$ cat src/rtl/pps_source_ctrl_if.sv
// Software second-load handshake between the register block (master) and
// pps_source_ctrl (slave).
interface pps_source_ctrl_if;
  logic        set_sec_req_i;
  logic [31:0] set_sec_val_i;
  logic        load_sec_o;
  logic [31:0] update_sec_o;
  logic        set_sec_busy_o;

  modport master (
    output set_sec_req_i, set_sec_val_i,
    input  load_sec_o, update_sec_o, set_sec_busy_o
  );

  modport slave (
    input  set_sec_req_i, set_sec_val_i,
    output load_sec_o, update_sec_o, set_sec_busy_o
  );
endinterface

$ cat src/rtl/pps_source_ctrl.sv
// External PPS qualifier and source selector: measures external PPS intervals,
// locks after N good intervals, falls back to internal PPS, and aligns second loads.
module pps_source_ctrl #(
  parameter int CNT_W  = 32,
  parameter int GOOD_W = 4,
  parameter int MISS_W = 16
) (
  input  logic                sys_clk_i,
  input  logic                sys_rst_n_i,
  input  logic                en_i,
  input  logic                ext_pps_flag_i,
  input  logic                int_pps_flag_i,
  input  logic [CNT_W-1:0]    nominal_i,
  input  logic [15:0]         tol_i,
  input  logic [GOOD_W-1:0]   good_count_i,
  input  logic                miss_clr_i,
  pps_source_ctrl_if.slave    sec,
  output logic                pps_flag_o,
  output logic                use_ext_o,
  output logic [1:0]          state_o,
  output logic [CNT_W-1:0]    period_o,
  output logic [MISS_W-1:0]   miss_count_o
);

  typedef enum logic [1:0] {
    ST_HOLD = 2'd0,
    ST_ACQ  = 2'd1,
    ST_LOCK = 2'd2
  } state_e;

  state_e              state_q, state_d;
  logic [GOOD_W-1:0]   good_q, good_d;
  logic [MISS_W-1:0]   miss_q, miss_d;
  logic                miss_inc;
  logic [CNT_W-1:0]    cnt_q, period_q;
  logic                pps_q;
  logic                pend_q;
  logic [31:0]         sec_val_q;

  // Acceptance window, computed one bit wider so overflow/borrow is visible.
  logic [CNT_W:0]      hi_w, lo_w;
  logic [CNT_W-1:0]    win_hi, win_lo;
  logic                in_win, good_flag, bad_flag, timeout;

  assign hi_w   = {1'b0, nominal_i} + (CNT_W+1)'(tol_i);
  assign lo_w   = {1'b0, nominal_i} - (CNT_W+1)'(tol_i);
  assign win_hi = hi_w[CNT_W] ? '1 : hi_w[CNT_W-1:0];
  assign win_lo = lo_w[CNT_W] ? '0 : lo_w[CNT_W-1:0];

  assign in_win    = (cnt_q >= win_lo) && (cnt_q <= win_hi);
  assign good_flag = ext_pps_flag_i && in_win;
  assign bad_flag  = ext_pps_flag_i && !in_win;
  assign timeout   = !ext_pps_flag_i && (cnt_q > win_hi);

  // Lock threshold: a programmed zero still needs one good interval.
  logic [GOOD_W-1:0]   good_req;
  logic [GOOD_W:0]     good_inc;
  logic                good_reach;

  assign good_req   = (good_count_i == '0) ? GOOD_W'(1) : good_count_i;
  assign good_inc   = {1'b0, good_q} + (GOOD_W+1)'(1);
  assign good_reach = good_inc >= {1'b0, good_req};

  always_ff @(posedge sys_clk_i or negedge sys_rst_n_i) begin
    if (!sys_rst_n_i) begin
      state_q <= ST_HOLD;
      good_q  <= '0;
      miss_q  <= '0;
    end else begin
      state_q <= state_d;
      good_q  <= good_d;
      miss_q  <= miss_d;
    end
  end

  always_comb begin
    state_d  = state_q;
    good_d   = good_q;
    miss_inc = 1'b0;
    if (!en_i) begin
      state_d = ST_HOLD;
      good_d  = '0;
    end else begin
      unique case (state_q)
        ST_HOLD: begin
          // First flag only establishes the reference edge.
          if (ext_pps_flag_i) begin
            state_d = ST_ACQ;
            good_d  = '0;
          end
        end
        ST_ACQ: begin
          if (good_flag) begin
            good_d = good_inc[GOOD_W-1:0];
            if (good_reach) state_d = ST_LOCK;
          end else if (bad_flag) begin
            good_d = '0;
          end else if (timeout) begin
            state_d = ST_HOLD;
          end
        end
        ST_LOCK: begin
          if (bad_flag || timeout) begin
            state_d  = ST_HOLD;
            miss_inc = 1'b1;
          end
        end
        default: state_d = ST_HOLD;
      endcase
    end

    miss_d = miss_q;
    if (miss_clr_i)                 miss_d = '0;
    else if (miss_inc && miss_q != '1) miss_d = miss_q + MISS_W'(1);
  end

  // Interval counter, measured period and the one-cycle-late PPS mux.
  always_ff @(posedge sys_clk_i or negedge sys_rst_n_i) begin
    if (!sys_rst_n_i) begin
      cnt_q    <= '0;
      period_q <= '0;
      pps_q    <= 1'b0;
    end else begin
      if (ext_pps_flag_i) begin
        cnt_q    <= CNT_W'(1);
        period_q <= cnt_q;
      end else if (cnt_q != '1) begin
        cnt_q    <= cnt_q + CNT_W'(1);
      end
      pps_q <= (state_q == ST_LOCK) ? good_flag : int_pps_flag_i;
    end
  end

  // Second load: latched request is released on the next selected PPS; a new
  // request in the release cycle re-arms for the following PPS.
  logic load_now;
  assign load_now = pps_q && pend_q;

  always_ff @(posedge sys_clk_i or negedge sys_rst_n_i) begin
    if (!sys_rst_n_i) begin
      pend_q    <= 1'b0;
      sec_val_q <= '0;
    end else begin
      if (sec.set_sec_req_i) begin
        pend_q    <= 1'b1;
        sec_val_q <= sec.set_sec_val_i;
      end else if (load_now) begin
        pend_q    <= 1'b0;
      end
    end
  end

  assign sec.load_sec_o     = load_now;
  assign sec.update_sec_o   = sec_val_q;
  assign sec.set_sec_busy_o = pend_q;

  assign pps_flag_o   = pps_q;
  assign use_ext_o    = (state_q == ST_LOCK);
  assign state_o      = state_q;
  assign period_o     = period_q;
  assign miss_count_o = miss_q;

endmodule

$ cat src/flat_wrapper.sv
// flat-port wrapper written by rule: the top's interface ports become plain ports
module pps_source_ctrl_flat 
#(
  parameter int CNT_W  = 32,
  parameter int GOOD_W = 4,
  parameter int MISS_W = 16
)
  (sys_clk_i, sys_rst_n_i, en_i, ext_pps_flag_i, int_pps_flag_i, nominal_i, tol_i, good_count_i, miss_clr_i, pps_flag_o, use_ext_o, state_o, period_o, miss_count_o, sec_set_sec_req_i, sec_set_sec_val_i, sec_load_sec_o, sec_update_sec_o, sec_set_sec_busy_o);
  pps_source_ctrl_if sec_i ();
  input  logic sys_clk_i;
  input  logic sys_rst_n_i;
  input  logic en_i;
  input  logic ext_pps_flag_i;
  input  logic int_pps_flag_i;
  input  logic [CNT_W-1:0] nominal_i;
  input  logic [15:0] tol_i;
  input  logic [GOOD_W-1:0] good_count_i;
  input  logic miss_clr_i;
  output logic pps_flag_o;
  output logic use_ext_o;
  output logic [1:0] state_o;
  output logic [CNT_W-1:0] period_o;
  output logic [MISS_W-1:0] miss_count_o;
  input wire logic [$bits(sec_i.set_sec_req_i)-1:0] sec_set_sec_req_i;
  input wire logic [$bits(sec_i.set_sec_val_i)-1:0] sec_set_sec_val_i;
  output wire logic [$bits(sec_i.load_sec_o)-1:0] sec_load_sec_o;
  output wire logic [$bits(sec_i.update_sec_o)-1:0] sec_update_sec_o;
  output wire logic [$bits(sec_i.set_sec_busy_o)-1:0] sec_set_sec_busy_o;
  assign sec_i.set_sec_req_i = sec_set_sec_req_i;
  assign sec_i.set_sec_val_i = sec_set_sec_val_i;
  assign sec_load_sec_o = sec_i.load_sec_o;
  assign sec_update_sec_o = sec_i.update_sec_o;
  assign sec_set_sec_busy_o = sec_i.set_sec_busy_o;
  pps_source_ctrl #(.CNT_W(CNT_W), .GOOD_W(GOOD_W), .MISS_W(MISS_W)) u_core (.sys_clk_i(sys_clk_i), .sys_rst_n_i(sys_rst_n_i), .en_i(en_i), .ext_pps_flag_i(ext_pps_flag_i), .int_pps_flag_i(int_pps_flag_i), .nominal_i(nominal_i), .tol_i(tol_i), .good_count_i(good_count_i), .miss_clr_i(miss_clr_i), .sec(sec_i), .pps_flag_o(pps_flag_o), .use_ext_o(use_ext_o), .state_o(state_o), .period_o(period_o), .miss_count_o(miss_count_o));
endmodule
$ cat config.mk
export PLATFORM = sky130hd
export DESIGN_NAME = pps_source_ctrl_flat
export DESIGN_NICKNAME = d
export VERILOG_FILES = /design/src/rtl/pps_source_ctrl_if.sv /design/src/rtl/pps_source_ctrl.sv /design/src/flat_wrapper.sv
export SDC_FILE = /design/constraint.sdc
export NUM_CORES = 1
export LEC_CHECK = 0
export ABC_AREA = 1
export CAP_MARGIN = 15
export CORE_UTILIZATION = 43
export CTS_CLUSTER_SIZE = 20
export DETAILED_ROUTE_END_ITERATION = 12
export DONT_BUFFER_PORTS = 1
export PLACE_DENSITY_LB_ADDON = 0.1
export SYNTH_ARGS = -nofsm -noshare
export SYNTH_HDL_FRONTEND = slang
export SYNTH_SLANG_ARGS = --single-unit
$ cat constraint.sdc
create_clock -name sys_clk_i -period 2.6 [get_ports sys_clk_i]
set_input_delay 0.39 -clock sys_clk_i [delete_from_list [all_inputs] [get_ports sys_clk_i]]
set_output_delay 0.39 -clock sys_clk_i [all_outputs]
set_load 0.02 [all_outputs]
**Yosys cells after proc, flatten, opt, wreduce, memory -nomap -nowiden**

Index checks and enable logic that the tools add are counted.

- Register bits: 120
- Input port bits: 91
- Output and inout bits: 86
- Logic and storage cells: 70

- Add/subtract/negate cells: 5
- Magnitude comparators: 4
- Equality and inequality tests: 11
- Mux-type cells: 26
- Reduce and logical (&&, ||, !) cells: 16

Operators with widths:

| operator | number |
|---|---|
| 32-bit 2-to-1 mux | 4 |
| 32-bit by 16-bit adder with 33-bit output | 1 |
| 32-bit by 16-bit subtractor with 33-bit output | 1 |
| 32-bit by 1-bit adder with 32-bit output (second input constant) | 1 |
| 32-bit greater-or-equal comparator | 1 |
| 32-bit > comparator | 1 |
| 32-bit less-or-equal comparator | 1 |
| 16-bit 2-to-1 mux | 2 |
| 32-bit != test (second input constant) | 1 |
| 4-bit 2-to-1 mux | 5 |
| 16-bit by 1-bit adder with 16-bit output (second input constant) | 1 |
| 16-bit != test (second input constant) | 1 |
| 2-bit 2-to-1 mux | 7 |
| 4-bit by 2-bit != test with 1-bit output (second input constant) | 2 |
| 4-bit one-hot mux with 2 select lines | 1 |
| 1-bit logical AND | 6 |
| 1-bit 2-to-1 mux | 6 |
| 2-bit one-hot mux with 3 select lines | 1 |
| 2-bit nonzero test | 3 |
| 4-bit by 1-bit adder with 5-bit output (second input constant) | 1 |
| 5-bit by 4-bit greater-or-equal comparator with 1-bit output | 1 |
| 5-bit AND reduction | 1 |
| 4-bit zero test | 1 |
| 4-bit by 3-bit != test with 1-bit output (second input constant) | 1 |
| 10 further kinds | 11 |

**Logic depth before layout (Yosys ltp)**

- Word-level depth: 13
- Depth in mapped cells: 34
- Mapped depth without buffers: 32

**Least setup slack after synthesis**

No wires, ideal clock.

- Path type: input-to-reg
- From: input port nominal_i[0]
- To: register u_core.miss_q[10] (netlist: u_core.miss_count_o[10])
- Arrival time: 3.492 ns
- Required time: 2.482 ns
- Setup slack: -1.010 ns
- Cell stages on the path: 31
- Path through: ha_1 inv_1 fa_1 inv_1 nand3_1 nand2_2 a21oi_2 inv_2 nand2_2 nand2_2 nand2_2 a21oi_2 nand3_2 buf_6 nand2_1 nor2_1 ha_1 nand2_1 nor2_1 nand2_1 nor2_1 nand2_1 o21ai_0 nor2_1 nand2_1 nand2_2 nand2_2 nand2_2 buf_4 nand3_1 nand2_1

- Cells in the longest elaborated chain, start to end: 12
- Elaborated cells on any way between the ends: 17
- Those cells by class: add/sub: 2; order compare: 3; mux: 5; reduce/logical: 7

Ends and longest elaborated chain:

| what | line | text |
|---|---|---|
| from (decl) | flat_wrapper.sv:15 | `input logic [CNT_W-1:0] nominal_i;` |
| 32-bit by 16-bit subtractor with 33-bit output / 32-bit by 16-bit adder with 33-bit output (equally long branches) | pps_source_ctrl.sv:46, pps_source_ctrl.sv:45 |  |
| 32-bit 2-to-1 mux (on tied branches) | pps_source_ctrl.sv:48, pps_source_ctrl.sv:47 |  |
| 32-bit greater-or-equal comparator / 32-bit less-or-equal comparator (equally long branches) | pps_source_ctrl.sv:50 | `assign in_win = (cnt_q >= win_lo) && (cnt_q <= win_hi);` |
| 1-bit logical AND | pps_source_ctrl.sv:50 |  |
| 1-bit zero test | pps_source_ctrl.sv:52 | `assign bad_flag = ext_pps_flag_i && !in_win;` |
| 1-bit logical AND | pps_source_ctrl.sv:52 |  |
| 1-bit logical OR * | pps_source_ctrl.sv:103 | `if (bad_flag \|\| timeout) begin` |
| 1-bit 2-to-1 mux * | pps_source_ctrl.sv:103 |  |
| 1-bit 2-to-1 mux * | pps_source_ctrl.sv:84 | `unique case (state_q)` |
| 1-bit 2-to-1 mux * | pps_source_ctrl.sv:80 | `if (!en_i) begin` |
| 1-bit logical AND * | pps_source_ctrl.sv:114 | `else if (miss_inc && miss_q != '1) miss_d = miss_q + MISS_W'(1);` |
| 2-bit nonzero test (no line) * | n/a |  |
| to (signal assigned) | pps_source_ctrl.sv:72 | `miss_q <= miss_d;` |
| to (decl) | pps_source_ctrl.sv:33 | `logic [MISS_W-1:0] miss_q, miss_d;` |

Every way passes the cells marked *; elsewhere a longest branch is shown, timed or not.
A chain may end at the register's enable or synchronous reset.

**Final worst setup path**

- From: input port tol_i[3]
- To: register u_core.state_q[1] (netlist: u_core.state_o[1])

- Cells in the longest elaborated chain, start to end: 9
- Elaborated cells on any way between the ends: 21
- Those cells by class: add/sub: 2; order compare: 3; eq/ne: 4; mux: 5; reduce/logical: 7

Ends and longest elaborated chain:

| what | line | text |
|---|---|---|
| from (decl) | flat_wrapper.sv:16 | `input logic [15:0] tol_i;` |
| 32-bit by 16-bit subtractor with 33-bit output / 32-bit by 16-bit adder with 33-bit output (equally long branches) | pps_source_ctrl.sv:46, pps_source_ctrl.sv:45 |  |
| 32-bit 2-to-1 mux (on tied branches) | pps_source_ctrl.sv:48, pps_source_ctrl.sv:47 |  |
| 32-bit greater-or-equal comparator / 32-bit less-or-equal comparator (equally long branches) | pps_source_ctrl.sv:50 |  |
| 1-bit logical AND | pps_source_ctrl.sv:50 |  |
| 1-bit zero test | pps_source_ctrl.sv:52 |  |
| 1-bit logical AND | pps_source_ctrl.sv:52 |  |
| 1-bit logical OR | pps_source_ctrl.sv:103 |  |
| 3-bit by 2-bit != test with 1-bit output (no line) | n/a |  |
| 5-bit AND reduction (no line) | n/a |  |
| to (signal assigned) | pps_source_ctrl.sv:70 | `state_q <= state_d;` |
| to (decl) | pps_source_ctrl.sv:31 | `state_e state_q, state_d;` |

Parallel ways exist; a longest one is shown, timed or not.

==> out/metrics.cfg <==
[clock_network]
htreeDepth = 4
clk_path_buf_depth = 2
clock_latency_ns = 0.41
numCtsBuffers = 17
clkTransAtPathRegs_ns = 0.06
root_buffer = clkbuf_16
cts.sinks = 120
cts_tree = yes

[die]
dieWidth_um = 156
start_util = 0.436
die_height_um = 156
num_rows = 56
io_pins = 177
coreArea_um2 = 23400
die-area_um2 = 24400

[setup_path]
cp-startpoint = tol_i[3]
arrival_ns = 3.72
cp_common_cell = nand2_1
reg2reg_to = u_core.miss_count_o[14]$_DFFE_PN0P_
crit_family = simple AND/OR/NAND/NOR gates
worst-setup-path-type = primary input to flip-flop
critPathMaxFanout = 7
cp_slowest_cell = ha_4
setup.worst_path.start_class = primary input
critical_path_buf_inv_count = 10
critPathMaxStageDelay_ns = 0.27
rr_startpoint = u_core.cnt_q[31]$_DFFE_PN0P_
worstSetupEndpointType = flip-flop
r2r_slack_ns = 0.28
r2r_cells = 14
crit_required_ns = 2.90

[place]
gp_congestion = 0.886
portBuffers = 0
pre_cts_ws_ns = -1.43
post-dp-hpwl_um = 23400

[synth]
async_flop_share = 1.00
synth.net_count = 1690
synth_area_um2 = 10200
yosys.cell_types.count = 50
ys_warn_count = 0
synth_seq_area_share = 0.294
synth_xor_area_frac = 0.0283
synth-seq-cells = 120
synth.avg_cell_area_um2 = 6.84
synth_top_family_by_area = simple AND/OR/NAND/NOR gates
yosys.area_share.simple = 0.345
synth_edf_count = 0
synthAdderAreaFrac = 0.130
synth_flop_cell = dfrtp_1
synthMuxAreaShare = 0
synth_compound_area_frac = 0.118
syn_inst = 1494

[timing]
setup_ws_ns = -0.819
rsz0062_at_grt = yes
period_needed_ns = 3.42
clock.fmax_mhz = 293
holdWs_ns = -0.327
slew_viol_final = 0
worst_pin_slew_ns = 0.752
setup_tns_ns = -17.69
setup_violations = 23
post-route-period-util = 1.31
slew_headroom = 0.495
fin_skew_ns = 0.00980
hold_viol = 120

[final_layout]
seqCellArea_um2 = 3000
multi_input_area_um2 = 6940
antenna_cells = 0
final_cell_mix = 417 x nand2_1, 177 x buf_4, 159 x inv_1
drive_gt1_frac = 0.223
fillCellCount = 2308
final_common_cell = nand2_1
nets = 1866
area_delta_synth_final_pct = 29.8

[run_status]
outcome = finished with violations
violations = hold timing, setup timing

[global_routing]
gr-total-overflow = 0
grt_usage = 0.256
grt_antenna_before_repair = 0
grt_pass1_vias = 10000
grt_max_degree = 121
grt_pass1_wl_um = 49700

[routing]
drt-initial-drc-count = 732
wl_per_cell_um = 15.3
first_pass_iters = 5
vias_per_cell = 5.23
vias = 10500
antenna_left = 0
route.detailed.drc = 0
wl_um = 30700

[power_and_ir_drop]
power_density_nw_per_um2 = 447
pwr-share-seq = 0.350
swShare = 0.282
leakage_nw = 6.62
p_int_mw = 4.25
power_frac_clock = 0.425
combPwrFrac = 0.225
power.switching_mw = 1.67
vdd_drop_max_mv = 0.334
p_total_mw = 5.92

[run]
cap_violations = 0

[min_path]
min_path_type = primary input to asynchronous set/reset pin

worst max path at each step:
stage                                          end  slack (ns)  depth (start not counted)
2_1_floorplan   u_core.miss_count_o[2]$_DFFE_PN0P_       -0.83                         30
3_3_place_gp    u_core.miss_count_o[1]$_DFFE_PN0P_       -1.34                         26
3_5_place_dp   u_core.miss_count_o[13]$_DFFE_PN0P_       -1.43                         26
4_1_cts        u_core.miss_count_o[14]$_DFFE_PN0P_       -0.70                         29
5_1_grt         u_core.miss_count_o[1]$_DFFE_PN0P_       -1.06                         28
6_report             u_core.state_o[1]$_DFFE_PN0P_       -0.82                         32
registers in the layout, summed over array words and instances (netlist names):
name and count:
u_core.cnt_q 32, u_core.period_o 32, u_core.sec.update_sec_o 32, u_core.miss_count_o 16, u_core.good_q 4, u_core.state_o 2
u_core.pps_flag_o 1, u_core.sec.set_sec_busy_o 1
Yosys cell counts, types with 3 or more instances:
library cell,n,area [um^2]
buf_2,15,75.1
o21ai_0,78,390
a21oi_1,83,415
nand3_2,3,30.0
ha_1,103,1290
o31ai_1,7,52.6
nor4_1,12,75.1
a21oi_2,9,78.8
a21o_1,4,30.0
nand4_1,22,138
nand3_1,103,515
nand2_2,9,56.3
nor2_1,144,541
o21ai_1,6,30.0
nor3_2,4,40.0
or2_2,10,62.6
nor2_2,9,56.3
nor4_2,5,62.6
buf_6,4,45.0
dfrtp_1,120,3000
nand2_1,433,1630
inv_2,6,22.5
clkbuf_1,18,67.6
a31oi_1,9,56.3
o211ai_1,4,30.0
o21a_1,4,30.0
inv_1,165,619
nor3_1,43,215
xor2_1,31,272
kinds of logic (layout without fill, tap and decap cells):
kind of cell,after synthesis,count (layout)
AND/OR/NAND/NOR,807,808
AO/OA/AOI/OAI,215,215
buffers and inverters,214,401
flip-flops,120,120
adder cells (fa/ha/maj),105,105
XOR/XNOR,33,33
cell type report:
cell class,count,area share
multi-input cells,1161,0.524
flip-flops and latches,120,0.227
repair buffers,197,0.123
inverters,173,0.0494
clock buffers,24,0.0371
well taps,319,0.0301
clock inverters,7,0.0106
metrics by stage:
stage          std cells   util  hold slack, ns  cell area [um^2]
6_report            2001  0.566          -0.327             13300
5_1_grt             2001  0.566          -0.349             13300
4_1_cts             1995  0.553          -0.340             12900
3_5_place_dp        1943  0.504          0.0977             11800
3_3_place_gp        1943  0.504          0.0972             11800
2_1_floorplan       1494      -          0.0944             10300
routing by layer:
layer  share of wire  GRT usage  wire [um]
met1            0.45      0.337      13900
met2            0.47      0.431      14600
met3           0.049     0.0331       1510
met4           0.022     0.0840        684
met5               0          0          0
power groups by stage:
| stage | clock (mW) | sequential, mW | combinational (mW) |
|---|---|---|---|
| detailed placement | 0 | 2.10 | 1.18 |
| CTS | 2.56 | 2.07 | 1.26 |
| floorplan | 0 | 2.09 | 0.744 |
| global route | 2.65 | 2.08 | 1.49 |
| finish | 2.52 | 2.07 | 1.33 |
| global placement | 0 | 2.10 | 1.16 |
repair_timing:
action                                  in CTS  in global routing
endpoints found under the hold margin      120                120
endpoints found under the setup margin      23                 23
resized for setup                           73                 61
setup buffers                               18                  7
pin swaps                                   19                 47
gates cloned                                 3                  0
Note: power is estimated with default switching activity, not from simulation.
